File: config.mk
export PLATFORM = sky130hd
export DESIGN_NAME = irq_cfg_sequencer
export DESIGN_NICKNAME = d
export VERILOG_FILES = /design/src/rtl/irq_cfg_sequencer.sv
export SDC_FILE = /design/constraint.sdc
export NUM_CORES = 1
export LEC_CHECK = 0
export BUFFER_PORTS_ARGS = -buffer_cell sky130_fd_sc_hd__buf_2
export CAP_MARGIN = 20
export CORE_MARGIN = 2
export CORE_UTILIZATION = 54
export CTS_CLUSTER_SIZE = 12
export DETAILED_ROUTE_END_ITERATION = 10
export HOLD_SLACK_MARGIN = 0.1
export PLACE_DENSITY = 0.77
export REMOVE_ABC_BUFFERS = 1
export SLEW_MARGIN = 15
export SYNTH_ARGS = -nofsm -noshare
export SYNTH_HDL_FRONTEND = slang
export SYNTH_SLANG_ARGS = --single-unit
File: constraint.sdc
create_clock -name pclk -period 2.4 [get_ports pclk]
set_input_delay 0.36 -clock pclk [delete_from_list [all_inputs] [get_ports pclk]]
set_output_delay 0.36 -clock pclk [all_outputs]
set_load 0.01 [all_outputs]
File: src/rtl/irq_cfg_sequencer.sv
// APB master that programs NO_OF_PERIPHERALS interrupt priority registers
// with a rotated priority map, with optional readback verify and timeout.
module irq_cfg_sequencer #(
  parameter int NO_OF_PERIPHERALS = 16,
  parameter int WIDTH = $clog2(NO_OF_PERIPHERALS),
  parameter int TIMEOUT = 8
) (
  input  logic             pclk,
  input  logic             preset,
  input  logic             start,
  input  logic [WIDTH-1:0] base,
  input  logic             verify_en,
  output logic             psel,
  output logic             penable,
  output logic             pwrite,
  output logic [WIDTH-1:0] paddr,
  output logic [WIDTH-1:0] pwdata,
  input  logic [WIDTH-1:0] prdata,
  input  logic             pready,
  output logic             busy,
  output logic             done,
  output logic [1:0]       err_code,
  output logic [WIDTH-1:0] err_addr
);

  typedef enum logic [2:0] {
    IDLE, WR_SETUP, WR_ACCESS, RD_SETUP, RD_ACCESS, FINISH
  } state_t;

  localparam int CW = $clog2(TIMEOUT + 1);
  localparam logic [WIDTH-1:0] LAST = WIDTH'(NO_OF_PERIPHERALS - 1);
  localparam logic [WIDTH:0] NP = (WIDTH + 1)'(NO_OF_PERIPHERALS);
  localparam logic [CW-1:0] CMAX = CW'(TIMEOUT - 1);

  state_t           state_q, state_d;
  logic [WIDTH-1:0] idx_q, idx_d;
  logic [CW-1:0]    cnt_q, cnt_d;
  logic [WIDTH-1:0] base_q, base_d;
  logic             ven_q, ven_d;
  logic [1:0]       ec_q, ec_d;
  logic [WIDTH-1:0] ea_q, ea_d;
  logic [WIDTH:0]   sum;
  logic [WIDTH-1:0] exp_data;

  assign sum = {1'b0, idx_q} + {1'b0, base_q};
  assign exp_data = WIDTH'(sum % NP);

  always_ff @(posedge pclk or negedge preset) begin
    if (!preset) begin
      state_q <= IDLE;
      idx_q   <= '0;
      cnt_q   <= '0;
      base_q  <= '0;
      ven_q   <= 1'b0;
      ec_q    <= 2'b00;
      ea_q    <= '0;
    end else begin
      state_q <= state_d;
      idx_q   <= idx_d;
      cnt_q   <= cnt_d;
      base_q  <= base_d;
      ven_q   <= ven_d;
      ec_q    <= ec_d;
      ea_q    <= ea_d;
    end
  end

  always_comb begin
    state_d = state_q;
    idx_d   = idx_q;
    cnt_d   = cnt_q;
    base_d  = base_q;
    ven_d   = ven_q;
    ec_d    = ec_q;
    ea_d    = ea_q;
    unique case (state_q)
      IDLE: begin
        if (start) begin
          state_d = WR_SETUP;
          idx_d   = '0;
          cnt_d   = '0;
          base_d  = base;
          ven_d   = verify_en;
          ec_d    = 2'b00;
          ea_d    = '0;
        end
      end
      WR_SETUP: begin
        cnt_d   = '0;
        state_d = WR_ACCESS;
      end
      WR_ACCESS: begin
        if (pready) begin
          if (idx_q != LAST) begin
            idx_d   = idx_q + WIDTH'(1);
            state_d = WR_SETUP;
          end else if (ven_q) begin
            idx_d   = '0;
            state_d = RD_SETUP;
          end else begin
            state_d = FINISH;
          end
        end else if (cnt_q == CMAX) begin
          ec_d    = 2'b10;
          ea_d    = idx_q;
          state_d = FINISH;
        end else begin
          cnt_d = cnt_q + CW'(1);
        end
      end
      RD_SETUP: begin
        cnt_d   = '0;
        state_d = RD_ACCESS;
      end
      RD_ACCESS: begin
        if (pready) begin
          if (prdata != exp_data) begin
            ec_d    = 2'b01;
            ea_d    = idx_q;
            state_d = FINISH;
          end else if (idx_q == LAST) begin
            state_d = FINISH;
          end else begin
            idx_d   = idx_q + WIDTH'(1);
            state_d = RD_SETUP;
          end
        end else if (cnt_q == CMAX) begin
          ec_d    = 2'b10;
          ea_d    = idx_q;
          state_d = FINISH;
        end else begin
          cnt_d = cnt_q + CW'(1);
        end
      end
      FINISH: state_d = IDLE;
      default: state_d = IDLE;
    endcase
  end

  // Bus outputs decode straight from state so reset drops them at once
  always_comb begin
    psel    = 1'b0;
    penable = 1'b0;
    pwrite  = 1'b0;
    paddr   = '0;
    pwdata  = '0;
    done    = 1'b0;
    unique case (state_q)
      WR_SETUP: begin
        psel   = 1'b1;
        pwrite = 1'b1;
        paddr  = idx_q;
        pwdata = exp_data;
      end
      WR_ACCESS: begin
        psel    = 1'b1;
        penable = 1'b1;
        pwrite  = 1'b1;
        paddr   = idx_q;
        pwdata  = exp_data;
      end
      RD_SETUP: begin
        psel  = 1'b1;
        paddr = idx_q;
      end
      RD_ACCESS: begin
        psel    = 1'b1;
        penable = 1'b1;
        paddr   = idx_q;
      end
      FINISH: done = 1'b1;
      default: ;
    endcase
  end

  assign busy     = (state_q != IDLE);
  assign err_code = ec_q;
  assign err_addr = ea_q;

endmodule

==> flow_metrics.env <==
export IMPL_hold_depth=2
export IMPL_die_width_um=56.8
export IMPL_max_clock_path_buffers=2
export IMPL_maxSlewHeadroom_pct=67.3
export IMPL_synth_top_cell_area_share_pct=36.5
export IMPL_cts_inserted_buffers=3
export IMPL_max_freq_mhz=447
export IMPL_r2r_start="idx_q[0]"
export IMPL_ir_drop_v=0.000882
export IMPL_drive_above_1_share_pct=29.3
export IMPL_finish_utilization_pct=64.5
export IMPL_comb_power_share_pct=60.7
export IMPL_p_switching_uw=914
export IMPL_reg2reg_slack_ps=160
export IMPL_synth_cell_area_um2=1510
export IMPL_synth_most_common_cell="dfrtp_1"
export IMPL_arrival_ps=2440
export IMPL_crit_start="idx_q[0]"
export IMPL_grt_pass1_vias=1439
export IMPL_numPortBuffers=31
export IMPL_hold_viol_final=0
export IMPL_slew_viol_final=0
export IMPL_die_y_um=56.8
export IMPL_clock_skew_ps=10.1
export IMPL_post_route_period_util_pct=93.3
export IMPL_clockPowerShare_pct=8.6
export IMPL_cp_required_ps=2600
export IMPL_place_congestion=0.905
export IMPL_p_int_uw=1100
export IMPL_endpoint="idx_q[0]"
export IMPL_drc=0
export IMPL_via_per_inst=6.02
export IMPL_io_pins=32
export IMPL_switching_share_pct=45.4
export IMPL_core_um2=2710
export IMPL_critPathMaxFanout=5
export IMPL_antenna_found_initial=0
export IMPL_ys_warn_count=0
export IMPL_area_growth_syn_to_layout_pct=15.9
export IMPL_rows=19
export IMPL_synth_top_area_cell="dfrtp_1"
export IMPL_tightestPinTransition_ps=490
export IMPL_drt_pass1_iter_count=4
export IMPL_antenna_left=0
export IMPL_drt_wl_total_um=3710
export IMPL_wl_per_cell_um=16.7
export IMPL_clkSlewWorstSetupHoldPaths_ps=120
export IMPL_rsz0062_at_grt="false"
export IMPL_cts_htree_levels=1
export IMPL_die_area_um2=3230
export IMPL_synth_yosys_seq_area_share_pct=36.5
export IMPL_cts_hold_buffers=1
export IMPL_fin_crit_ps=2240
export IMPL_final_nets=212
export IMPL_seqPwrFrac_pct=30.6
export IMPL_setup_viol=0
export IMPL_slowest_delay_ps=480
export IMPL_overflow=0
export IMPL_synthTopCellsByArea="dfrtp_1, mux2_2, ha_1"
export IMPL_hold_path_class="in2reg"
export IMPL_start_util_pct=55.6
export IMPL_cts_root_buffer="clkbuf_4"
export IMPL_crit_type="reg2reg"
export IMPL_fin_setup_tns_ps=0
export IMPL_synth_seq_cells=22
export IMPL_slowest_stage="fa_1"
export IMPL_ys_top_cells_by_count="dfrtp_1, a21oi_1, nand2_1, nand3_1, nor2_1"
export IMPL_start_kind="register"
export IMPL_grt_max_degree=23
export IMPL_cts_tree="built"
export IMPL_post_cts_resize_count=0
export IMPL_ys_flop_type="dfrtp_1"
export IMPL_track_usage_pct=25.9
export IMPL_synth_edf_count=0
export IMPL_cap_violations=0
export IMPL_syn_area_per_cell_um2=9.72
export IMPL_status="completed"
export IMPL_r2r_end="idx_q[0]"
export IMPL_drt_iter0_drc=22
export IMPL_vias=1336
export IMPL_clock_latency_ps=310
export IMPL_crit_chain="ha_1 > fa_1 > xnor2_1 > nand4_1 > a21oi_4 > o21bai_4 > mux2_4"
export IMPL_synthArstFlopShare_pct=100
export IMPL_synth_distinct_cells=48
export IMPL_cts_sinks=22
export IMPL_p_leak_uw=0.000877
export IMPL_power_density_nw_per_um2=1150
export IMPL_cp_end_kind="register"
export IMPL_grt_pass1_wl_um=6490
export IMPL_postCtsSetupRepairBufs=0
export IMPL_syn_inst=155
export IMPL_dp_hpwl_um=2870
export IMPL_fillerInstances=254
export IMPL_n_antenna_cell=0
export IMPL_ff2ff_path_depth=7
[registers in the layout (all words and copies together), names as in the netlist]
name      cells
cnt_q         4
err_code      2
err_addr      4
base_q        4
ven_q         1
idx_q         4
state_q       3
[through the flow]
step           hold WS, ps  setup slack [ps]  std cells  total power (uW)  area (um2)
3_3_place_gp           341               266        218              1800        1710
5_1_grt                279              53.6        222              2170        1750
3_5_place_dp           353               186        218              1830        1710
2_1_floorplan         64.4               248        149              1440        1470
6_report               281               160        222              2010        1750
4_1_cts                277               155        222              2010        1750
[cell usage in the layout (no fill, tap or decap), types with 2 or more instances in the layout]
master	instances
o21ai_0	7
buf_4	7
mux2i_1	3
nand2b_1	4
nor2b_1	2
nor2_1	9
and2_1	6
a21o_1	3
o21a_1	2
xor2_1	2
mux2_2	6
nor3_1	4
a21oi_1	9
clkbuf_4	3
nand4_1	2
nand2_1	9
dfrtp_1	22
buf_2	31
and3_1	2
a22o_1	4
and2b_2	2
xnor2_1	5
a32oi_1	2
inv_1	7
nand3_1	9
ha_1	5
or3_1	2
[worst min-delay path by stage]
stage               startpoint        end  slack [ps]
global route           base[3]  base_q[3]         280
detailed placement      preset   idx_q[3]         350
finish                 base[3]  base_q[3]         280
global placement        preset   idx_q[2]         340
floorplan               preset  base_q[0]          60
CTS                    base[0]  base_q[0]         280
[power groups by stage]
stage | registers [uW] | clock network, uW | logic (uW)
floorplan | 606 | 0 | 832
global placement | 609 | 0 | 1190
detailed placement | 619 | 0 | 1210
CTS | 613 | 174 | 1230
global route | 632 | 188 | 1360
finish | 617 | 174 | 1220
[routing by layer]
layer / track usage [%] / vias to the layer above / routed length [um]
li1: - / 631 / -
met3: 3.23 / 11 / 210
met2: 43.7 / 48 / 1810
met4: 12.3 / 0 / 89
met1: 32.9 / 646 / 1590
met5: 0 / - / 0
[final cells by class]
cell class                      instances  area (um2)  area share (%)
Inverter                                7        26.3            1.50
Clock buffer                            3        22.5            1.29
Tap cell                               31        38.8            2.22
Multi-Input combinational cell        120         891            51.0
Timing Repair Buffer                   39         218            12.5
Sequential cell                        22         551            31.5
[cell families (layout without fill, tap and decap cells)]
family / Yosys count / count (layout) / synth area share, %
xor+xnor: 9 / 9 / 7.14
fa+ha+maj: 6 / 6 / 5.48
mux: 10 / 10 / 7.47
buf+inv: 13 / 49 / 4.32
simple gates: 55 / 55 / 19.5
flops: 22 / 22 / 36.5
compound gates: 40 / 40 / 19.5
[worst max-delay path, delay by kind of cell (launching register included)]
family,cells,cell delay (ps)
mux,1,310
compound gates,2,340
flops,1,410
xor+xnor,1,200
simple gates,1,160
fa+ha+maj,2,720
(Power assumes the default switching activity.)
